<file path="src/rtl/frame_dump_ctrl.sv">
// UART command sequencer: snap/dump commands drive fifo_capture and stream the frame to uart_tx.
// Build option FRAME_HEADER_EN prefixes each dump with A5 5A and the 24-bit frame length.
//
// state    | meaning
// IDLE     | waiting for a host command byte
// CAP_GO   | pulse capture_start
// CAP_ARM  | wait for fifo to report busy
// CAP_WAIT | wait for capture to finish
// RD_GO    | pulse read_start, clear byte counter
// RD_WAIT  | wait for read-pointer reset done
// HDR      | load next header byte (header builds only)
// STROBE   | pulse rd_byte_str
// DWAIT    | wait for fifo byte, latch into tx_data
// TXQ      | wait for uart idle, pulse tx_en
// TXARM    | one cycle for uart to raise busy
// TXWAIT   | wait for uart idle, pick next step
// ACK      | load ACK_BYTE for transmission
module frame_dump_ctrl #(
  parameter int unsigned FRAME_BYTES = 153600,
  parameter logic [7:0]  CMD_SNAP    = 8'h53,
  parameter logic [7:0]  CMD_DUMP    = 8'h44,
  parameter logic [7:0]  ACK_BYTE    = 8'h4B,
  parameter logic [7:0]  ERR_BYTE    = 8'h45,
  parameter int unsigned TIMEOUT_CYC = 4800000
) (
  input  logic       i_clk,
  input  logic       i_rstn,
  input  logic       i_rx_done,
  input  logic [7:0] i_rx_data,
  output logic [7:0] o_tx_data,
  output logic       o_tx_en,
  input  logic       i_tx_busy,
  input  logic       i_fifo_busy,
  output logic       o_capture_start,
  output logic       o_read_start,
  input  logic       i_fifo_rrst_done,
  output logic       o_rd_byte_str,
  input  logic       i_data_ready,
  input  logic [7:0] i_data,
  output logic       o_busy,
  output logic       o_err
);

  localparam int CW = $clog2(FRAME_BYTES + 1);
  localparam int TW = $clog2(TIMEOUT_CYC + 1);
  localparam logic [CW-1:0] CNT_LAST = CW'(FRAME_BYTES - 1);
  localparam logic [TW-1:0] TMO_LOAD = TW'(TIMEOUT_CYC - 1);

  typedef enum logic [3:0] {
    S_IDLE, S_CAP_GO, S_CAP_ARM, S_CAP_WAIT, S_RD_GO, S_RD_WAIT, S_HDR,
    S_STROBE, S_DWAIT, S_TXQ, S_TXARM, S_TXWAIT, S_ACK
  } state_t;

  // What the byte currently in the TXQ/TXARM/TXWAIT path is, so TXWAIT knows where to go next.
  typedef enum logic [1:0] {K_DATA, K_HDR, K_ACK, K_ERR} kind_t;

  state_t          state;
  kind_t           kind;
  logic [CW-1:0]   byte_cnt;
  logic [TW-1:0]   tmo;

`ifdef FRAME_HEADER_EN
  localparam logic [23:0] FB24 = 24'(FRAME_BYTES);
  logic [2:0] hdr_idx;

  function automatic logic [7:0] hdr_byte(input logic [2:0] idx);
    case (idx)
      3'd0:    hdr_byte = 8'hA5;
      3'd1:    hdr_byte = 8'h5A;
      3'd2:    hdr_byte = FB24[23:16];
      3'd3:    hdr_byte = FB24[15:8];
      default: hdr_byte = FB24[7:0];
    endcase
  endfunction
`endif

  function automatic logic timed(input state_t s);
    return s inside {S_CAP_ARM, S_CAP_WAIT, S_RD_WAIT, S_DWAIT, S_TXQ, S_TXWAIT};
  endfunction

  always_ff @(posedge i_clk or negedge i_rstn) begin
    if (!i_rstn) begin
      state           <= S_IDLE;
      kind            <= K_DATA;
      o_tx_data       <= '0;
      o_tx_en         <= 1'b0;
      o_capture_start <= 1'b0;
      o_read_start    <= 1'b0;
      o_rd_byte_str   <= 1'b0;
      o_busy          <= 1'b0;
      o_err           <= 1'b0;
      byte_cnt        <= '0;
      tmo             <= '0;
`ifdef FRAME_HEADER_EN
      hdr_idx         <= '0;
`endif
    end else begin
      o_tx_en         <= 1'b0;
      o_capture_start <= 1'b0;
      o_read_start    <= 1'b0;
      o_rd_byte_str   <= 1'b0;
      // Timer reloads by default; only a wait state that stays put counts down.
      tmo             <= TMO_LOAD;
      if (timed(state) && tmo == '0) begin
        o_err <= 1'b1;
        if (kind != K_ERR && !i_tx_busy) begin
          o_tx_data <= ERR_BYTE;
          kind      <= K_ERR;
          state     <= S_TXQ;
        end else begin
          state  <= S_IDLE;
          o_busy <= 1'b0;
        end
      end else begin
        case (state)
          S_IDLE:
            if (i_rx_done && (i_rx_data == CMD_SNAP || i_rx_data == CMD_DUMP)) begin
              o_err  <= 1'b0;
              o_busy <= 1'b1;
              kind   <= K_DATA;
              state  <= (i_rx_data == CMD_SNAP) ? S_CAP_GO : S_RD_GO;
            end
          S_CAP_GO: begin
            o_capture_start <= 1'b1;
            state           <= S_CAP_ARM;
          end
          S_CAP_ARM:
            if (i_fifo_busy) state <= S_CAP_WAIT;
            else             tmo   <= tmo - TW'(1);
          S_CAP_WAIT:
            if (!i_fifo_busy) state <= S_RD_GO;
            else              tmo   <= tmo - TW'(1);
          S_RD_GO: begin
            o_read_start <= 1'b1;
            byte_cnt     <= '0;
            state        <= S_RD_WAIT;
          end
          S_RD_WAIT:
            if (i_fifo_rrst_done) begin
`ifdef FRAME_HEADER_EN
              hdr_idx <= '0;
              state   <= S_HDR;
`else
              state   <= S_STROBE;
`endif
            end else begin
              tmo <= tmo - TW'(1);
            end
          S_HDR: begin
`ifdef FRAME_HEADER_EN
            o_tx_data <= hdr_byte(hdr_idx);
            kind      <= K_HDR;
            state     <= S_TXQ;
`else
            state     <= S_STROBE;
`endif
          end
          S_STROBE: begin
            o_rd_byte_str <= 1'b1;
            kind          <= K_DATA;
            state         <= S_DWAIT;
          end
          S_DWAIT:
            if (i_data_ready) begin
              o_tx_data <= i_data;
              state     <= S_TXQ;
            end else begin
              tmo <= tmo - TW'(1);
            end
          S_TXQ:
            if (!i_tx_busy) begin
              o_tx_en <= 1'b1;
              state   <= S_TXARM;
            end else begin
              tmo <= tmo - TW'(1);
            end
          S_TXARM:
            state <= S_TXWAIT;
          S_TXWAIT:
            if (!i_tx_busy) begin
              case (kind)
                K_DATA: begin
                  byte_cnt <= byte_cnt + CW'(1);
                  state    <= (byte_cnt == CNT_LAST) ? S_ACK : S_STROBE;
                end
`ifdef FRAME_HEADER_EN
                K_HDR:
                  if (hdr_idx == 3'd4) begin
                    state <= S_STROBE;
                  end else begin
                    hdr_idx <= hdr_idx + 3'd1;
                    state   <= S_HDR;
                  end
`endif
                default: begin
                  state  <= S_IDLE;
                  o_busy <= 1'b0;
                end
              endcase
            end else begin
              tmo <= tmo - TW'(1);
            end
          S_ACK: begin
            o_tx_data <= ACK_BYTE;
            kind      <= K_ACK;
            state     <= S_TXQ;
          end
          default: begin
            state  <= S_IDLE;
            o_busy <= 1'b0;
          end
        endcase
      end
    end
  end

endmodule
</file>
<file path="config.mk">
export PLATFORM = sky130hd
export DESIGN_NAME = frame_dump_ctrl
export DESIGN_NICKNAME = d
export VERILOG_FILES = /design/src/rtl/frame_dump_ctrl.sv
export SDC_FILE = /design/constraint.sdc
export NUM_CORES = 1
export LEC_CHECK = 0
export CAP_MARGIN = 20
export CORE_MARGIN = 2
export CORE_UTILIZATION = 62
export CTS_CLUSTER_DIAMETER = 40
export CTS_CLUSTER_SIZE = 25
export DETAILED_ROUTE_END_ITERATION = 6
export GPL_TIMING_DRIVEN = 0
export HOLD_SLACK_MARGIN = 0.02
export PLACE_DENSITY_LB_ADDON = 0.3
export SLEW_MARGIN = 20
export SYNTH_ARGS = -nofsm -noshare
export SYNTH_HDL_FRONTEND = slang
export SYNTH_SLANG_ARGS = --single-unit
export TNS_END_PERCENT = 50
</file>
<file path="constraint.sdc">
create_clock -name i_clk -period 7.3 [get_ports i_clk]
set_clock_uncertainty 0.2 [all_clocks]
set_input_delay 2.19 -clock i_clk [delete_from_list [all_inputs] [get_ports i_clk]]
set_output_delay 2.19 -clock i_clk [all_outputs]
set_load 0.01 [all_outputs]
</file>
==> flow_metrics.py <==
metrics = {
    "floorplan": {
        "fp.dieH_um": 80.2,
        "core_um2": 5570,
        "die_area_um2": 6440,
        "start_util": 0.646,
        "fp-row-count": 27,
        "io-pin-count": 37,
        "die_x_um": 80.2,
    },
    "synthesis": {
        "synth_area_um2": 3600,
        "postSynth.asyncResetShare": 1.00,
        "synth_edf_count": 0,
        "synth_commonest_cells": "61 x dfrtp_1, 38 x nand2_1, 35 x nor2_1",
        "yosysWarnings": 0,
        "yosys.area.top_type": "dfrtp_1",
        "ys_seq_area_frac": 0.424,
        "synth.distinct_cells": 64,
        "synth_fp_nets": 431,
        "synthCells": 406,
        "synth_area_leaders": "dfrtp_1 42%, nand2_1 4.0%, or4_1 3.8%",
        "synth_top_flop_cell": "dfrtp_1",
        "synthMostInstantiatedCell": "dfrtp_1",
        "yosys_register_bits": 61,
        "synth_top_cell_area_share": 0.424,
        "avgSynthCellArea_um2": 8.88,
    },
    "timing": {
        "hold_viol": 0,
        "setup_violations": 0,
        "max-slew-margin-rel": 0.417,
        "period_share": 0.608,
        "hold_slack_ns": 0.332,
        "worstMarginPinSlew_ns": 0.873,
        "report.final.slew_viol_count": 0,
        "max_freq_mhz": 225,
        "layout_min_cycle_time_ns": 4.44,
        "rsz0062_at_grt": "no",
        "tns_ns": 0,
    },
    "routing": {
        "drc": 0,
        "routedWlPerCell_um": 18.3,
        "viasPerCell": 6.70,
        "top_layer": "met4",
        "met2_length_mm": 4.47,
        "dr_wl_met3_mm": 1.06,
        "met1Wirelength_mm": 3.99,
        "drt_pass1_iterations": 6,
        "vias": 3558,
        "totalWireLength_mm": 9.72,
        "drt_iter0_drc": 574,
        "detail-route-antenna-nets": 0,
    },
    "clocking": {
        "numCtsBuffers": 9,
        "clk_pin_slew_ns": 0.07,
        "postCtsHoldBufs": 0,
        "root_buffer": "clkbuf_8",
        "cts_setup_buffers": 0,
        "ctsResizeCount": 0,
        "clockBufferDepth": 2,
        "h-tree-depth": 3,
        "clk_latency_ns": 0.35,
        "cts_tree": "yes",
        "cts.sinks": 61,
    },
    "cells_and_area": {
        "layoutNonFillerInstCount": 531,
        "final_nets": 479,
        "drive_gt1_frac": 0.0741,
        "postLayoutCoreUtil": 0.777,
        "final_cell_area_um2": 4330,
        "antenna_cells": 0,
        "synthToLayoutAreaGrowth_pct": 20.2,
    },
    "worst_hold_path": {
        "min_path_type": "reg -> reg",
        "worst_hold_path.num_cells": 2,
    },
    "worst_setup_path": {
        "arrival_ns": 4.42,
        "critPathCaptureType": "flop",
        "crit_type": "in -> reg",
        "required_ns": 7.28,
        "critPathLaunchType": "input port",
        "r2r_cells": 8,
        "path_max_fanout": 9,
    },
    "outcome": {
        "status": "complete, no violations",
    },
    "power_and_ir_drop": {
        "p_leak_nw": 1.66,
        "peakVddDrop_mv": 0.165,
        "power_density_nw_per_um2": 349,
    },
    "global_routing": {
        "antenna_found_initial": 0,
        "gr-total-overflow": 0,
        "grt_pass1_wl_mm": 16.2,
        "grt_usage": 0.328,
        "grt_pass1_vias": 3339,
        "grt_max_degree": 37,
    },
    "placement": {
        "dp.cells": 515,
        "numPortBuffers": 36,
        "dpl_cell_area_um2": 4070,
        "dp_hpwl_mm": 6.71,
        "gp_congestion": 0.960,
    },
    "flow_run": {
        "cap_violations": 0,
    },
}
## stage by stage
stage,power (mW),setup WS [ns]
2_1_floorplan,0.877,3.38
3_3_place_gp,1.08,1.90
3_5_place_dp,1.10,2.60
4_1_cts,1.49,2.91
5_1_grt,1.59,2.77
6_report,1.51,2.86
## placed cells by master (no fill, tap or decap), types with 3 or more instances in the layout
cell             synthesis  layout
a21oi_1                 23      23
a31oi_1                  7       7
and3_1                   4       4
buf_4                    2       3
bufinv_16                0       3
clkbuf_1                19      20
clkbuf_8                 0      12
clkdlybuf4s50_1          0      35
dfrtp_1                 61      61
inv_1                    8       8
mux2i_1                  9       9
nand2_1                 38      38
nand3_1                 16      16
nand3b_1                 3       3
nand4_1                 10      10
nor2_1                  35      35
nor2b_1                  3       3
nor3_1                  17      17
nor4_1                   7       7
o21ai_0                 24      24
o21ai_1                  4       4
o31ai_1                 15      15
or3_1                    5       5
or4_1                   18      18
xnor2_1                 15      15
xor2_1                   4       4
## final timing paths
| kind | startpoint | slack [ns] | end |
|---|---|---|---|
| max in group asynchronous | i_rstn | 4.85 | state[0] |
| max | i_fifo_busy | 2.86 | tmo[4] |
| max reg2reg | tmo[0] | 3.98 | kind[1] |
| min reg2reg | o_tx_data[1] | 0.33 | o_tx_data[1] |
| min | o_tx_data[1] | 0.33 | o_tx_data[1] |
| min in group asynchronous | i_rstn | 1.54 | o_tx_data[4] |
## flip-flops by register name, summed over array words and instances (netlist names)
register / count
kind: 2
byte_cnt: 18
o_tx_en: 1
o_capture_start: 1
state: 4
o_tx_data: 8
o_rd_byte_str: 1
o_read_start: 1
o_busy: 1
tmo: 23
o_err: 1
## routing by layer
metal / up-vias / track usage
met5: - / 0
met1: 1657 / 0.448
met3: 30 / 0.0933
met2: 256 / 0.500
met4: 0 / 0.119
li1: 1615 / -
## final cells by class
type                            instances  area, um2
Fill cell                             386       1240
Multi-Input combinational cell        310       1930
Clock buffer                           13        169
Clock inverter                          3       90.1
Tap cell                               72       90.1
Inverter                                9       33.8
Timing Repair Buffer                   37        378
Buffer                                 26        115
Sequential cell                        61       1530
## critical path, cell delays in order
cell and delay [ns]:
clkdlybuf4s50_1 0.48, or4b_2 0.63, a21oi_1 0.24, a311oi_1 0.13
nor2_1 0.55, o21ai_0 0.21
## kinds of logic after synthesis
| logic type | synth area share |
|---|---|
| flops | 0.424 |
| compound gates | 0.182 |
| mux | 0.0323 |
| xor+xnor | 0.0462 |
| fa+ha+maj | 0.00694 |
| simple gates | 0.267 |
| buf+inv | 0.0413 |
## report_power, final
| part | leakage [nW] | internal, mW | total, mW | switching, mW |
|---|---|---|---|---|
| combinational | 0.777 | 0.252 | 0.643 | 0.391 |
| sequential | 0.754 | 0.415 | 0.474 | 0.0588 |
| clock | 0.130 | 0.255 | 0.394 | 0.139 |
Power figures use the tool's default switching activity.
